$ cat src/rtl/acl_spi_responder.sv
// SPI mode-0 responder emulating the ADXL362 register map; miso follows an sclk fall within SYNC_STAGES cycles.
// Optional ACL_RESP_SOFTRESET_EN: writing 8'h52 to 0x1F clears the control registers and sample state.
module acl_spi_responder #(
  parameter int unsigned SYNC_STAGES = 2,
  parameter logic [7:0]  DEVID_AD    = 8'hAD,
  parameter logic [7:0]  DEVID_MST   = 8'h1D,
  parameter logic [7:0]  PARTID      = 8'hF2
) (
  input  logic               clk_100mhz,
  input  logic               rst,
  input  logic               sclk,
  input  logic               csn,
  input  logic               mosi,
  output logic               miso,
  output logic               miso_oe,
  input  logic signed [11:0] x,
  input  logic signed [11:0] y,
  input  logic signed [11:0] z,
  input  logic               sample_valid,
  output logic [7:0]         power_ctl,
  output logic               measure
);

  typedef enum logic [2:0] {S_IDLE, S_CMD, S_ADDR, S_RD, S_WR, S_DROP} state_e;

  state_e                 state_q, state_d;
  logic [SYNC_STAGES-1:0] sclk_s_q, csn_s_q, mosi_s_q;
  logic                   sclk_rise, sclk_fall, csn_fall, csn_rise, byte_done, soft_rst;
  logic [7:0]             byte_in, rdata, sr_q, tx_q;
  logic [2:0]             cnt_q;
  logic [5:0]             addr_q;
  logic                   cmd_rd_q, wr_stb_q, rd_flag_q, miso_q, oe_q, dr_q, pend_q;
  logic [11:0]            sx_q, sy_q, sz_q, px_q, py_q, pz_q;
  logic [7:0]             ctl_q [15];

  // csn chain resets low so a select held across reset never looks like a fresh csn fall
  always_ff @(posedge clk_100mhz) begin
    if (rst) begin
      sclk_s_q <= '0;
      csn_s_q  <= '0;
      mosi_s_q <= '0;
    end else begin
      sclk_s_q <= {sclk_s_q[SYNC_STAGES-2:0], sclk};
      csn_s_q  <= {csn_s_q[SYNC_STAGES-2:0], csn};
      mosi_s_q <= {mosi_s_q[SYNC_STAGES-2:0], mosi};
    end
  end

  assign sclk_rise = sclk_s_q[SYNC_STAGES-2] & ~sclk_s_q[SYNC_STAGES-1];
  assign sclk_fall = ~sclk_s_q[SYNC_STAGES-2] & sclk_s_q[SYNC_STAGES-1];
  assign csn_fall  = ~csn_s_q[SYNC_STAGES-2] & csn_s_q[SYNC_STAGES-1];
  assign csn_rise  = csn_s_q[SYNC_STAGES-2] & ~csn_s_q[SYNC_STAGES-1];
  assign byte_in   = {sr_q[6:0], mosi_s_q[SYNC_STAGES-1]};
  assign byte_done = sclk_rise && (cnt_q == 3'd7);

`ifdef ACL_RESP_SOFTRESET_EN
  assign soft_rst = wr_stb_q && (addr_q == 6'h1F) && (sr_q == 8'h52);
`else
  assign soft_rst = 1'b0;
`endif

  always_ff @(posedge clk_100mhz) begin
    if (rst) state_q <= S_IDLE;
    else     state_q <= state_d;
  end

  always_comb begin
    state_d = state_q;
    case (state_q)
      S_IDLE:  if (csn_fall) state_d = S_CMD;
      S_CMD:   if (byte_done) state_d = (byte_in == 8'h0B || byte_in == 8'h0A) ? S_ADDR : S_DROP;
      S_ADDR:  if (byte_done) state_d = cmd_rd_q ? S_RD : S_WR;
      default: ;
    endcase
    if (csn_rise) state_d = S_IDLE;
  end

  always_comb begin
    rdata = 8'h00;
    case (addr_q)
      6'h00: rdata = DEVID_AD;
      6'h01: rdata = DEVID_MST;
      6'h02: rdata = PARTID;
      6'h03: rdata = 8'h02;
      6'h08: rdata = sx_q[11:4];
      6'h09: rdata = sy_q[11:4];
      6'h0A: rdata = sz_q[11:4];
      6'h0B: rdata = {7'b0, dr_q};
      6'h0E: rdata = sx_q[7:0];
      6'h0F: rdata = {{4{sx_q[11]}}, sx_q[11:8]};
      6'h10: rdata = sy_q[7:0];
      6'h11: rdata = {{4{sy_q[11]}}, sy_q[11:8]};
      6'h12: rdata = sz_q[7:0];
      6'h13: rdata = {{4{sz_q[11]}}, sz_q[11:8]};
      default: if (addr_q[5:4] == 2'b10 && addr_q[3:0] != 4'hF) rdata = ctl_q[addr_q[3:0]];
    endcase
  end

  always_ff @(posedge clk_100mhz) begin
    if (rst) begin
      cnt_q     <= '0;
      sr_q      <= '0;
      tx_q      <= '0;
      addr_q    <= '0;
      cmd_rd_q  <= 1'b0;
      wr_stb_q  <= 1'b0;
      rd_flag_q <= 1'b0;
      miso_q    <= 1'b0;
      oe_q      <= 1'b0;
      dr_q      <= 1'b0;
      pend_q    <= 1'b0;
      {sx_q, sy_q, sz_q} <= '0;
      {px_q, py_q, pz_q} <= '0;
      for (int i = 0; i < 15; i++) ctl_q[i] <= '0;
    end else begin
      wr_stb_q <= 1'b0;
      if (csn_fall) begin
        oe_q      <= 1'b1;
        cnt_q     <= '0;
        rd_flag_q <= 1'b0;
      end
      if (sclk_rise && (state_q inside {S_CMD, S_ADDR, S_WR})) begin
        sr_q  <= byte_in;
        cnt_q <= cnt_q + 3'd1;
      end
      if (byte_done && state_q == S_CMD)  cmd_rd_q <= (byte_in == 8'h0B);
      if (byte_done && state_q == S_ADDR) addr_q   <= byte_in[5:0];
      if (byte_done && state_q == S_WR)   wr_stb_q <= 1'b1;
      if (wr_stb_q) begin
        if (addr_q[5:4] == 2'b10 && addr_q[3:0] != 4'hF) ctl_q[addr_q[3:0]] <= sr_q;
        addr_q <= addr_q + 6'd1;
      end
      // A read byte is fetched on the first fall of each 8-fall group; the rest shift it out
      if (state_q == S_RD && sclk_fall) begin
        cnt_q <= cnt_q + 3'd1;
        if (cnt_q == 3'd0) begin
          miso_q <= rdata[7];
          tx_q   <= {rdata[6:0], 1'b0};
          addr_q <= addr_q + 6'd1;
          if (addr_q == 6'h08 || addr_q == 6'h0E) rd_flag_q <= 1'b1;
        end else begin
          miso_q <= tx_q[7];
          tx_q   <= {tx_q[6:0], 1'b0};
        end
      end else if (state_q != S_RD) begin
        miso_q <= 1'b0;
      end
      if (csn_rise) begin
        oe_q   <= 1'b0;
        miso_q <= 1'b0;
        cnt_q  <= '0;
      end
      if (soft_rst) begin
        for (int i = 0; i < 15; i++) ctl_q[i] <= '0;
        {sx_q, sy_q, sz_q} <= '0;
        pend_q <= 1'b0;
        dr_q   <= 1'b0;
      end
      if (csn_rise) begin
        if (rd_flag_q) dr_q <= 1'b0;
        if (pend_q) begin
          {sx_q, sy_q, sz_q} <= {px_q, py_q, pz_q};
          dr_q   <= 1'b1;
          pend_q <= 1'b0;
        end
      end
      // A sample arriving on the closing csn edge is newer than anything pending
      if (sample_valid) begin
        if (state_q == S_IDLE || csn_rise) begin
          {sx_q, sy_q, sz_q} <= {x, y, z};
          dr_q <= 1'b1;
        end else begin
          {px_q, py_q, pz_q} <= {x, y, z};
          pend_q <= 1'b1;
        end
      end
    end
  end

  assign miso      = miso_q;
  assign miso_oe   = oe_q;
  assign power_ctl = ctl_q[13];
  assign measure   = (ctl_q[13][1:0] == 2'b10);

endmodule

$ cat config.mk
export PLATFORM = sky130hd
export DESIGN_NAME = acl_spi_responder
export DESIGN_NICKNAME = d
export VERILOG_FILES = /design/src/rtl/acl_spi_responder.sv
export SDC_FILE = /design/constraint.sdc
export NUM_CORES = 1
export LEC_CHECK = 0
export CAP_MARGIN = 20
export CORE_AREA = 3 3 161 163
export CTS_BUF_LIST = sky130_fd_sc_hd__clkbuf_8
export CTS_CLUSTER_DIAMETER = 100
export CTS_CLUSTER_SIZE = 8
export DETAILED_ROUTE_END_ITERATION = 8
export DIE_AREA = 0 0 164 166
export GPL_ROUTABILITY_DRIVEN = 0
export SYNTH_ARGS = -nofsm -noshare
export SYNTH_HDL_FRONTEND = slang
export SYNTH_SLANG_ARGS = --single-unit
$ cat constraint.sdc
create_clock -name clk_100mhz -period 2.7 [get_ports clk_100mhz]
set_input_delay 0.54 -clock clk_100mhz [delete_from_list [all_inputs] [get_ports clk_100mhz]]
set_output_delay 0.54 -clock clk_100mhz [all_outputs]
set_load 0.005 [all_outputs]
==> qor.txt <==
HP Class: register to register
Boundary Pins: 53
max-slew violation count: 0
worst skew pair latency: 0.54 ns
First DRT Iteration DRCs: 926
leakage: 4.44 nW
Critical path origin: addr_q[0]
worst path cell trace: buf_4 > buf_4 > mux4_1 > nand3_1 > nand4_1 > nor4b_1 > nor4_1
Netlist cell types: 61
Cell Rows: 57
synth-to-layout area growth: 14.2%
Starting Density: 45.3%
hold_sp: mosi_s_q[0]
CP startpoint kind: register
Internal Pwr Total: 0.00534 W
ant diodes: 0
GRT Total Usage: 21.8%
RSZ-0062 raised after global routing: no
PortBufs: 52
number of flops mapped to enable cells by yosys: 128
grt ovf: 0
mean post-synth cell area: 10.6 um^2
endpoints failing setup: 0
TritonCTS Sinks: 240
Initial DRT Pass Iterations: 5
CTS tree: yes
GRT Max-Usage Layer: met2
clk root buf: clkbuf_8
status: finished clean
crit path setup slack, layout: 0.196 ns
Synth area leader: edfxtp_1
worst-path maximum fanout: 17
Hold Buf Count CTS: 0
critical path data required time: 3.09 ns
Final Hold Fails: 0
period utilization: 92.8%
largest cells by area after synthesis: edfxtp_1 (35%), dfxtp_1 (20%), and2_1 (6.8%)
Switching Share: 23.7%
peak supply drop: 465 uV
worst-margin pin slew: 0.777 ns
area of the mapped netlist: 11100 um^2
dominant synthesized flop cell: edfxtp_1
fin nets: 1159
switching power of the nets: 0.00166 W
Synth async-reset ratio: 0%
Post-CTS Resized: 0
TNS Setup: 0 ns
die height: 166 um
Clk network pwr share: 36.4%
Post-Synthesis Cells: 1041
critical path's largest stage delay: 0.61 ns
vias after detailed routing: 8205
Worst Setup End Kind: register
maximum clock path buffer count: 3
largest net degree at the start of global routing: 74
CTS Buf Count: 35
Slew headroom: 48.1%
Data arrival, critical path: 2.90 ns
Comb pwr share: 5.2%
wire per inst: 20.6 um
Yosys reg bits: 240
antenna violations before repair: 0
dpl hpwl: 19.8 mm
number of global-route vias before repair: 7934
Setup CP Type: register to register
via/cell ratio: 5.68
Routed WL: 29.8 mm
Critical Path Slowest Stage Cell: mux4_1
grt met2 use: 34.1%
pre-CTS setup slack: 0.235 ns
min Tclk post-route: 2.50 ns
Worst path most repeated cell: buf_4
# Post-CTS Setup Buffers: 0
post-route ant nets: 0
most frequent cells in the layout: nand2_1 (154), edfxtp_1 (128), and2_1 (121)
DIE AREA: 27200 um^2
max_cap viols: 0
met1 usage: 31.6%
sequential area share after synthesis: 55.0%
pwr dens: 553 nW/um^2
core area: 24500 um^2
global-route wire length before repair: 46.2 mm
Fmax: 0.399 GHz
Flop pwr share: 58.4%
Setup Skew: 0.0283 ns
clock-pin slew on the worst setup and hold paths: 0.07 ns
Synthesis Warnings: 0
commonest non-fill, non-tap cell in the layout: nand2_1
layout cells sized above 1: 12.0%
M3 GR Usage: 3.22%
width of the die: 164 um
FF-to-FF Start: addr_q[0]
Clock H-tree levels: 2
area share of the largest cell type after synthesis: 34.7%
DRC viols: 0
flip-flops by register name, summed over array words and instances, names as in the netlist, 3 cells and up:
signal and flops:
addr_q 6, sr_q 8, ctl_q 128, pz_q 12, cnt_q 3, sz_q 12, px_q 12, sy_q 12
tx_q 7, py_q 12, state_q 3, sx_q 12
layout make-up:
class	count	area [um^2]
Clock inverter	13	60.1
Tap cell	324	405
Clock buffer	35	482
Multi-Input combinational cell	722	4640
Inverter	10	37.5
Timing Repair Buffer	101	923
Fill cell	2197	11800
Sequential cell	240	6090
layer usage:
metal / vias to the layer above / routed length [um]
met5: - / 0
met2: 282 / 13600
met3: 54 / 1540
met4: 0 / 737
met1: 3985 / 13900
li1: 3884 / -
synthesized netlist by cell type (6+ instances only):
library cell,number
nand4_1,10
nand3_1,48
nor2b_1,14
a22oi_1,19
edfxtp_1,128
nor2_1,81
mux4_2,18
inv_1,10
or2_2,17
mux2i_1,15
nor4_1,6
dfxtp_1,112
and2_1,121
mux4_1,13
a311oi_1,36
buf_2,13
ha_1,7
clkbuf_1,54
nand2b_1,9
nor3_1,8
nand2_1,155
o21ai_0,19
a21oi_1,52
path summary, 6_finish.rpt:
kind / end / slack [ns] / cells after the start
worst min register to register: mosi_s_q[1] / 0.43 / 1
worst max register to register: tx_q[4] / 0.20 / 7
worst max-delay path: tx_q[4] / 0.20 / 7
worst min-delay path: mosi_s_q[1] / 0.43 / 1
cell families (layout without fill, tap and decap cells):
group / after synthesis / count (layout) / share of synthesized area [%]
simple gates: 497 / 497 / 22.5
fa+ha+maj: 7 / 7 / 0.791
flops: 240 / 240 / 55.0
mux: 48 / 48 / 8.31
buf+inv: 86 / 159 / 3.37
other cells: 1 / 8 / 0.0339
compound gates: 162 / 162 / 10.0
through the flow:
step	hold WS, ns	instances	utilization, %	power, W	cell area, um^2
2_1_floorplan	0.406	1048	-	0.00431	11100
3_3_place_gp	0.427	1397	49.5	0.00452	12100
3_5_place_dp	0.427	1397	49.5	0.00452	12100
4_1_cts	0.438	1445	51.7	0.00704	12600
5_1_grt	0.457	1445	51.7	0.00724	12600
6_report	0.430	1445	51.7	0.00700	12600
power groups by stage:
stage | clock (W) | sequential [W] | combinational (W)
floorplan | 0 | 0.00410 | 0.000210
global placement | 0 | 0.00416 | 0.000358
detailed placement | 0 | 0.00416 | 0.000360
CTS | 0.00260 | 0.00409 | 0.000363
global route | 0.00275 | 0.00410 | 0.000394
finish | 0.00255 | 0.00409 | 0.000361
worst max-delay path, delay by kind of cell, from the launching register on:
family                 cells  cell delay (ns)
buffers and inverters      2             0.68
muxes                      1             0.61
and+or+nand+nor            4             0.58
DFF                        1             0.46
Note: power is estimated with default switching activity, not from simulation.
